`src/rtl/mips_pkg.sv`:
```
// Shared definitions for the multi-cycle MIPS controller: opcodes, states,
// instruction classes and the datapath control encodings.
package mips_pkg;

  localparam logic [5:0] OP_RTYPE = 6'b000000;
  localparam logic [5:0] OP_ORI   = 6'b001101;
  localparam logic [5:0] OP_LUI   = 6'b001111;
  localparam logic [5:0] OP_LW    = 6'b100011;
  localparam logic [5:0] OP_SW    = 6'b101011;
  localparam logic [5:0] OP_BEQ   = 6'b000100;
  localparam logic [5:0] OP_JAL   = 6'b000011;

  localparam logic [5:0] FN_SLL   = 6'b000000;
  localparam logic [5:0] FN_JR    = 6'b001000;
  localparam logic [5:0] FN_ADDU  = 6'b100001;
  localparam logic [5:0] FN_SUBU  = 6'b100011;

  typedef enum logic [2:0] {
    ST_FETCH,
    ST_DECODE,
    ST_EXEC,
    ST_MEM,
    ST_WB,
    ST_HALT
  } state_e;

  typedef enum logic [3:0] {
    CLS_NOP,
    CLS_ADDU,
    CLS_SUBU,
    CLS_ORI,
    CLS_LUI,
    CLS_LW,
    CLS_SW,
    CLS_BEQ,
    CLS_JAL,
    CLS_JR
  } instr_cls_e;

  localparam logic [1:0] MUX1_RT    = 2'b00;
  localparam logic [1:0] MUX1_RD    = 2'b01;
  localparam logic [1:0] MUX1_RA    = 2'b10;

  localparam logic [1:0] MUX3_ALU   = 2'b00;
  localparam logic [1:0] MUX3_DM    = 2'b01;
  localparam logic [1:0] MUX3_PC4   = 2'b10;

  localparam logic [1:0] ALU_ADD    = 2'b00;
  localparam logic [1:0] ALU_SUB    = 2'b01;
  localparam logic [1:0] ALU_OR     = 2'b10;

  localparam logic [1:0] EXT_ZERO   = 2'b00;
  localparam logic [1:0] EXT_SIGN   = 2'b01;
  localparam logic [1:0] EXT_LUI    = 2'b10;

  localparam logic [1:0] NPC_PC4    = 2'b00;
  localparam logic [1:0] NPC_BRANCH = 2'b01;
  localparam logic [1:0] NPC_JUMP   = 2'b10;
  localparam logic [1:0] NPC_JR     = 2'b11;

  localparam logic [1:0] ERR_NONE    = 2'b00;
  localparam logic [1:0] ERR_ILLEGAL = 2'b01;
  localparam logic [1:0] ERR_IMEM    = 2'b10;
  localparam logic [1:0] ERR_DMEM    = 2'b11;

  // R-type results go to rd, immediate-form and load results go to rt
  function automatic logic [1:0] wbDest(input instr_cls_e cls);
    if (cls == CLS_NOP || cls == CLS_ADDU || cls == CLS_SUBU)
      return MUX1_RD;
    return MUX1_RT;
  endfunction

endpackage

```
`src/rtl/mips_mc_decode.sv`:
```
// Combinational instruction classifier: maps the IR word to an instruction
// class and flags anything outside the supported subset as illegal.
module mips_mc_decode
  import mips_pkg::*;
(
  input  logic [31:0] instr_i,
  output instr_cls_e  cls_o,
  output logic        illegal_o
);

  logic [5:0] opcode;
  logic [5:0] funct;

  assign opcode = instr_i[31:26];
  assign funct  = instr_i[5:0];

  // Classify by opcode, then by funct for R-type; only the all-zero sll is accepted
  always_comb begin
    cls_o     = CLS_NOP;
    illegal_o = 1'b0;
    case (opcode)
      OP_RTYPE: begin
        case (funct)
          FN_ADDU: cls_o = CLS_ADDU;
          FN_SUBU: cls_o = CLS_SUBU;
          FN_JR:   cls_o = CLS_JR;
          FN_SLL:  illegal_o = (instr_i != 32'd0);
          default: illegal_o = 1'b1;
        endcase
      end
      OP_ORI:  cls_o = CLS_ORI;
      OP_LUI:  cls_o = CLS_LUI;
      OP_LW:   cls_o = CLS_LW;
      OP_SW:   cls_o = CLS_SW;
      OP_BEQ:  cls_o = CLS_BEQ;
      OP_JAL:  cls_o = CLS_JAL;
      default: illegal_o = 1'b1;
    endcase
  end

endmodule

```
`src/rtl/mips_mc_ctrl.sv`:
```
// Multi-cycle MIPS control unit: sequences FETCH/DECODE/EXEC/MEM/WB, handles
// memory ready handshakes with a bounded wait, and traps into a sticky HALT.
module mips_mc_ctrl
  import mips_pkg::*;
#(
  parameter int unsigned MEM_TIMEOUT = 15,
  parameter int unsigned CNT_W       = 4
) (
  input  logic        clk,
  input  logic        reset,
  input  logic [31:0] Instr,
  input  logic        Zero,
  input  logic        imem_ready,
  input  logic        dmem_ready,
  output logic        imem_req,
  output logic        dmem_req,
  output logic        PCWE,
  output logic        IRWE,
  output logic        GRFWE,
  output logic        DMWE,
  output logic        DMRE,
  output logic [1:0]  MUX1,
  output logic        MUX2,
  output logic [1:0]  MUX3,
  output logic [1:0]  ALUOp,
  output logic [1:0]  EXTOp,
  output logic [1:0]  NPCOp,
  output logic        retire,
  output logic        halt,
  output logic [1:0]  err_code
);

  // The last wait cycle before a trap is the one where the counter holds MEM_TIMEOUT-1
  localparam logic [CNT_W-1:0] CNT_LAST = CNT_W'(MEM_TIMEOUT - 1);
  localparam logic [CNT_W-1:0] CNT_ONE  = CNT_W'(1);

  state_e           state_q;
  logic [CNT_W-1:0] cnt_q;
  logic             halt_q;
  logic [1:0]       err_q;

  instr_cls_e       cls;
  logic             illegal;

  mips_mc_decode u_decode (
    .instr_i   (Instr),
    .cls_o     (cls),
    .illegal_o (illegal)
  );

  assign halt     = halt_q;
  assign err_code = err_q;

  // State sequencing, wait counting and sticky trap capture
  always_ff @(posedge clk or negedge reset) begin
    if (!reset) begin
      state_q <= ST_FETCH;
      cnt_q   <= '0;
      halt_q  <= 1'b0;
      err_q   <= ERR_NONE;
    end else begin
      case (state_q)
        ST_FETCH: begin
          if (imem_ready) begin
            state_q <= ST_DECODE;
          end else if (cnt_q == CNT_LAST) begin
            state_q <= ST_HALT;
            halt_q  <= 1'b1;
            err_q   <= ERR_IMEM;
          end else begin
            cnt_q <= cnt_q + CNT_ONE;
          end
        end
        ST_DECODE: begin
          if (illegal) begin
            state_q <= ST_HALT;
            halt_q  <= 1'b1;
            err_q   <= ERR_ILLEGAL;
          end else if (cls == CLS_JAL || cls == CLS_JR) begin
            state_q <= ST_FETCH;
            cnt_q   <= '0;
          end else begin
            state_q <= ST_EXEC;
          end
        end
        ST_EXEC: begin
          if (cls == CLS_BEQ) begin
            state_q <= ST_FETCH;
            cnt_q   <= '0;
          end else if (cls == CLS_LW || cls == CLS_SW) begin
            state_q <= ST_MEM;
            cnt_q   <= '0;
          end else begin
            state_q <= ST_WB;
          end
        end
        ST_MEM: begin
          if (dmem_ready) begin
            if (cls == CLS_SW) begin
              state_q <= ST_FETCH;
              cnt_q   <= '0;
            end else begin
              state_q <= ST_WB;
            end
          end else if (cnt_q == CNT_LAST) begin
            state_q <= ST_HALT;
            halt_q  <= 1'b1;
            err_q   <= ERR_DMEM;
          end else begin
            cnt_q <= cnt_q + CNT_ONE;
          end
        end
        ST_WB: begin
          state_q <= ST_FETCH;
          cnt_q   <= '0;
        end
        ST_HALT: begin
          state_q <= ST_HALT;
        end
        default: begin
          state_q <= ST_FETCH;
          cnt_q   <= '0;
        end
      endcase
    end
  end

  // Datapath controls decoded from the current state and the IR contents
  always_comb begin
    imem_req = 1'b0;
    dmem_req = 1'b0;
    PCWE     = 1'b0;
    IRWE     = 1'b0;
    GRFWE    = 1'b0;
    DMWE     = 1'b0;
    DMRE     = 1'b0;
    MUX1     = MUX1_RT;
    MUX2     = 1'b0;
    MUX3     = MUX3_ALU;
    ALUOp    = ALU_ADD;
    EXTOp    = EXT_ZERO;
    NPCOp    = NPC_PC4;
    retire   = 1'b0;
    case (state_q)
      ST_FETCH: begin
        imem_req = 1'b1;
        if (imem_ready) begin
          IRWE  = 1'b1;
          PCWE  = 1'b1;
          NPCOp = NPC_PC4;
        end
      end
      ST_DECODE: begin
        if (!illegal && cls == CLS_JAL) begin
          GRFWE  = 1'b1;
          MUX1   = MUX1_RA;
          MUX3   = MUX3_PC4;
          PCWE   = 1'b1;
          NPCOp  = NPC_JUMP;
          retire = 1'b1;
        end else if (!illegal && cls == CLS_JR) begin
          PCWE   = 1'b1;
          NPCOp  = NPC_JR;
          retire = 1'b1;
        end
      end
      ST_EXEC: begin
        case (cls)
          CLS_SUBU: ALUOp = ALU_SUB;
          CLS_ORI: begin
            ALUOp = ALU_OR;
            MUX2  = 1'b1;
            EXTOp = EXT_ZERO;
          end
          CLS_LUI: begin
            ALUOp = ALU_ADD;
            MUX2  = 1'b1;
            EXTOp = EXT_LUI;
          end
          CLS_LW, CLS_SW: begin
            ALUOp = ALU_ADD;
            MUX2  = 1'b1;
            EXTOp = EXT_SIGN;
          end
          CLS_BEQ: begin
            ALUOp  = ALU_SUB;
            PCWE   = Zero;
            NPCOp  = NPC_BRANCH;
            retire = 1'b1;
          end
          default: ALUOp = ALU_ADD;
        endcase
      end
      ST_MEM: begin
        dmem_req = 1'b1;
        DMRE     = (cls == CLS_LW);
        DMWE     = (cls == CLS_SW);
        retire   = (cls == CLS_SW) && dmem_ready;
      end
      ST_WB: begin
        GRFWE  = 1'b1;
        retire = 1'b1;
        MUX1   = wbDest(cls);
        MUX3   = (cls == CLS_LW) ? MUX3_DM : MUX3_ALU;
      end
      default: begin
        imem_req = 1'b0;
      end
    endcase
  end

endmodule
```
`config.mk`:
```
export PLATFORM = sky130hd
export DESIGN_NAME = mips_mc_ctrl
export DESIGN_NICKNAME = d
export VERILOG_FILES = /design/src/rtl/mips_pkg.sv /design/src/rtl/mips_mc_decode.sv /design/src/rtl/mips_mc_ctrl.sv
export SDC_FILE = /design/constraint.sdc
export NUM_CORES = 1
export LEC_CHECK = 0
export CAP_MARGIN = 20
export CORE_ASPECT_RATIO = 1.2
export CORE_UTILIZATION = 40
export DETAILED_ROUTE_END_ITERATION = 16
export DONT_BUFFER_PORTS = 1
export GPL_TIMING_DRIVEN = 0
export SYNTH_ARGS = -nofsm -noshare
export SYNTH_HDL_FRONTEND = slang
export SYNTH_SLANG_ARGS = --single-unit
```
`constraint.sdc`:
```
create_clock -name clk -period 2.1 [get_ports clk]
set_input_delay 0.315 -clock clk [delete_from_list [all_inputs] [get_ports clk]]
set_output_delay 0.315 -clock clk [all_outputs]
set_load 0.005 [all_outputs]
```
* Word level (Yosys, flattened, before mapping)
Index checks and enable logic that the tools add are counted.
Storage, ports and cells: register bits 10, bits of input ports 37
Operators by class: $add $sub $neg 1, equality and inequality tests 33, multiplexer cells 65, bitwise logic cells 1, reduce and logical (&&, ||, !) cells 22
Operators by type and width (number):
- two-way mux 4 bit | 8
- nonzero test 32 bit | 1
- one-hot mux 4 bit (7 select lines) | 1
- two-way mux 2 bit | 13
- equality test 6 bit, second input constant | 4
- two-way mux 1 bit | 21
- two-way mux 3 bit | 7
- one-hot mux 2 bit (2 select lines) | 5
- one-hot mux 4 bit (5 select lines) | 1
- equality test 6 x 4 -> 1 bit, second input constant | 3
- equality test 4 x 3 -> 1 bit, second input constant | 4
- one-hot mux 3 bit (5 select lines) | 1
- inequality test 2 bit, second input constant | 7
- equality test 4 bit, second input constant | 3
- zero test 6 bit | 2
- one-hot mux 4 bit (3 select lines) | 1
- AND reduction 6 bit | 2
- equality test 4 x 2 -> 1 bit, second input constant | 2
- equality test 3 x 2 -> 1 bit, second input constant | 2
- equality test 3 bit, second input constant | 2
- equality test 6 x 2 -> 1 bit, second input constant | 1
- equality test 6 x 3 -> 1 bit, second input constant | 1
- inequality test 3 bit, second input constant | 2
- one-hot mux 1 bit (2 select lines) | 3
- other kinds (18) | 25

* Logic depth before layout (Yosys ltp)
Gate-level depths: netlist of run 1.
depth in word-level cells 10, depth in mapped cells 9, mapped depth without buffers 7

* Hierarchy
A second synthesis of run 1 with hierarchy kept.
Unflattened totals: cells, all modules 148, area, all modules 1118.6 µm²
Modules (own cells, without submodules):
- mips_mc_ctrl | instances 1, cells each 101, area an instance 837.1 µm², seq. area each 250.2 µm²
- mips_mc_decode | instances 1, cells each 47, area an instance 281.5 µm², seq. area each 0.0 µm²

* Least setup slack after synthesis of run 1
OpenSTA, ideal clock, no wires.
kind input to output, start point in Instr[29], end point out MUX2, arrival 1.626 ns, data required time 1.785 ns, setup slack 0.159 ns, cell stages on the path 6, path buffers 1, cell sequence buf_6 > nor4_4 > o2111ai_1 > o211a_1 > and4_1 > or3_1
Between the ends: longest elaborated chain between the ends 6, elaborated cells between the ends (all ways) 15, classes of those cells eq/ne (10); mux (3); reduce/logical (2)
RTL lines:
- from (decl) | line mips_mc_ctrl.sv:11 | input logic [31:0] Instr,
- equality test 6 x 2 -> 1 bit (tied with other cells) | line mips_mc_decode.sv:21 | case (opcode)
- one-hot mux 4 bit (7 select lines) * | line mips_mc_decode.sv:21
- equality test 4 x 3 -> 1 bit or equality test 4 x 2 -> 1 bit (tied branches) | line mips_mc_ctrl.sv:168 | case (cls)
- OR reduction 4 bit (no source line) *
- two-way mux 1 bit * | line mips_mc_ctrl.sv:168
- two-way mux 1 bit * | line mips_mc_ctrl.sv:144 | case (state_q)
- to (decl) | line mips_mc_ctrl.sv:23 | output logic MUX2,
Every way passes the cells marked *; elsewhere a longest branch is shown, timed or not.

* Worst setup path after layout of run 1
start point reg state_q[0], end point out MUX3[1]
Between the ends: longest elaborated chain between the ends 2, elaborated cells between the ends (all ways) 3, classes of those cells eq/ne (2); mux (1)
RTL lines:
- from (decl) | line mips_mc_ctrl.sv:37 | state_e state_q;
- from (signal assigned) | line mips_mc_ctrl.sv:57 | state_q <= ST_FETCH;
- from (signal assigned) | line mips_mc_ctrl.sv:65 | state_q <= ST_DECODE;
- from (signal assigned) | line mips_mc_ctrl.sv:67 | state_q <= ST_HALT;
- equality test 3 bit or equality test 3 x 1 -> 1 bit (tied branches) | line mips_mc_ctrl.sv:144
- one-hot mux 2 bit (2 select lines) * | line mips_mc_ctrl.sv:144
- to (decl) | line mips_mc_ctrl.sv:24 | output logic [1:0] MUX3,
Marks and branches as above.

==> flow_summary.toml, run 1 <==
[detailed_routing]
first_iter_violations = 34
routed_via_density = 6.130
drcViolationCount = 0
firstDrtPassIters = 6
avgRoutedWirePerCell_um = 16.45
vias = 1183
final_antenna_net_count = 0
wirelength_um = 3175

[sta]
max_freq_mhz = 507.4
setup_violations = 0
slew_viol_final = 0
min_period_over_period_pct = 93.84
fin_tns_setup_ps = 0
fin_crit_ps = 1971
hold_ws_ps = 327.3
worst_slew_pin_slew_ps = 468.5
fin_skew_ps = 4.794
hold_viol = 0
max_slew_margin_pct = 68.66

[die]
num_io_pins = 59
rows = 20
die_x_um = 50.06
fp.dieH_um = 59.67
start_util_pct = 43.01
die-area_um2 = 2987
coreArea_um2 = 2577

[synthesis]
yosysTopAreaCellShare_pct = 22.57
netlist-cell-type-count = 49
synth-seq-cells = 10
synth_commonest_cells = "nand2_1 (16), nor2_1 (15), dfrtp_1 (10)"
synth-edff-count = 0
synth_seq_area_share_pct = 22.57
syn_area_um2 = 1109
ys.warnings.count = 0
synth.most_common_cell = "nand2_1"
syn_nets = 189
yosys-top-cells-area = "dfrtp_1 (23%), nand2_1 (5.4%), nor2_1 (5.1%)"
ys_async_sr_fraction_pct = 100.0
postSynthCellCount = 150
synth_top_area_cell = "dfrtp_1"
ys.flop_type = "dfrtp_1"
syn_avg_cell_area_um2 = 7.390

[place]
postPlaceCellArea_um2 = 1150
port_buffers = 0
gp_congestion = 0.8306
hpwl_um = 2458

[finish]
area_delta_synth_final_pct = 14.00
design_area_um2 = 1264
antenna_cells = 0
drive_above_1_share_pct = 16.88
fin_nets = 200

[power_and_ir_drop]
vdd_ir_drop_max_mv = 0.4483
leakage_uw = 0.0005315
p_per_area_nw_per_um2 = 841.1
totalPowerFinal_uw = 1063

[critical_path]
crit_chain = "clkbuf_4 -> nor3b_2 -> nand2_2 -> clkinv_1 -> nand2_1 -> inv_1 -> buf_4"
setup.worst_path.end_class = "primary output"
crit_fanout = 10
critPathKind = "reg2out"
crit_start = "state_q[0]"
rr_worst_depth = 5
start_kind = "flip-flop"
slowest_delay_ps = 430
cp_slowest_cell = "dfrtp_2"
timing.rr.start = "state_q[0]"
cp.arrival_ps = 1660
cp.required_ps = 1780

[clocking]
clock-sinks = 10
cts-root-buf = "clkbuf_4"
cts_buffers = 3
clk_latency_ps = 270
clkTransAtPathRegs_ps = 70
cts_tree = "yes"
h-tree-depth = 1
clock_path_buffers = 2

[hold_path]
hp-class = "in2reg"
hold_depth = 4
worstHoldStart = "imem_ready"

[global_route]
grt_pass1_wl_um = 5119
grt_max_degree = 11
grt_pass1_vias = 1184
globalRoute.totalOverflow = 0
antenna_found_initial = 0
grt_use_total_pct = 22.22

[outcome]
status = "finished clean"

[job]
maxCapViolations = 0
power by group:
group	switching (µW)	internal, µW	leakage (µW)
sequential	77.3	253	0.000124
combinational	315	237	0.000386
clock	74.5	105	0.0000210
total	467	596	0.000531
cell usage in the layout, fill, tap and decap left out, drive strengths merged, types with 2 or more instances in the layout:
cell / count
nand2: 16
nor2: 15
dfrtp: 10
buf: 9
inv: 8
a21oi: 8
nor3: 8
nand3: 7
nor4: 7
clkbuf: 6
nand2b: 5
a31oi: 5
or3: 5
nor2b: 4
and3b: 4
nor3b: 4
nand4: 3
nand4b: 3
o21ai: 3
and2: 2
o22ai: 2
and3: 2
ha: 2
and4: 2
worst max-delay path, delay by kind of cell (launching register included):
| family | cells | cell delay [ps] |
|---|---|---|
| buffers and inverters | 4 | 490 |
| and+or+nand+nor | 3 | 450 |
| DFF | 1 | 430 |
final timing paths:
kind                               end  slack, ps
setup / recovery               MUX3[1]        130
hold / removal             err_code[0]        330
setup reg to reg              cnt_q[1]        190
hold reg to reg                   halt        520
max in group asynchronous   state_q[2]       1320
min in group asynchronous     cnt_q[0]        430
state kept, by name, summed over array words and instances (netlist names):
| signal | flops |
|---|---|
| err_code | 2 |
| cnt_q | 4 |
| state_q | 3 |
| halt | 1 |
through the flow:
stage                     std cells  setup WS [ps]  util [%]
final                           193          129.3     49.03
after global routing            193         -15.93     49.03
after CTS                       191          28.83     47.62
after detailed placement        183         -30.64     44.61
after global placement          183         -20.77     44.61
after floorplan                 150          158.8         -
final cells by class:
type	count	area, µm²
Fill cell	269	1314
Multi-Input combinational cell	125	804.5
Clock buffer	4	36.28
Buffer	6	47.55
Sequential cell	10	252.7
Inverter	9	33.78
Tap cell	33	41.29
Timing Repair Buffer	6	47.55
cells by family after synthesis:
| family | Yosys count | synth area share, % |
|---|---|---|
| AOI/OAI and AO/OA | 30 | 18.40 |
| and+or+nand+nor | 91 | 48.19 |
| xor gates and xnor gates | 1 | 0.7902 |
| buffers and inverters | 15 | 6.772 |
| adders and majority gates | 2 | 2.257 |
| DFF | 10 | 22.57 |
| muxes | 1 | 1.016 |
routing by layer:
| metal | part of all wire (%) | vias up | wire length (µm) | track usage [%] |
|---|---|---|---|---|
| li1 | - | 581 | - | - |
| met1 | 40 | 538 | 1257 | 24.30 |
| met2 | 53 | 55 | 1676 | 42.48 |
| met3 | 5.0 | 9 | 159 | 3.053 |
| met4 | 2.6 | 0 | 81 | 8.980 |
| met5 | 0 | - | 0 | 0 |
what timing repair did:
item,4_1_cts,5_1_grt
hold buffers,1,0
buffers inserted,3,2
pin swaps,1,1
endpoints found under the setup margin,6,5
resized for setup,3,12
endpoints found under the hold margin,10,0
Note: power is estimated with default switching activity, not from simulation.
==> run 2: changes to the inputs <==
--- a/config.mk
+++ b/config.mk
@@ -8,6 +8,7 @@
 export CAP_MARGIN = 20
 export CORE_ASPECT_RATIO = 1.2
 export CORE_UTILIZATION = 40
+export CTS_CLUSTER_SIZE = 16
 export DETAILED_ROUTE_END_ITERATION = 16
 export DONT_BUFFER_PORTS = 1
 export GPL_TIMING_DRIVEN = 0
==> results of run 2 <==
Same layout as run 1: the final DEF is identical, and so are final timing and power.
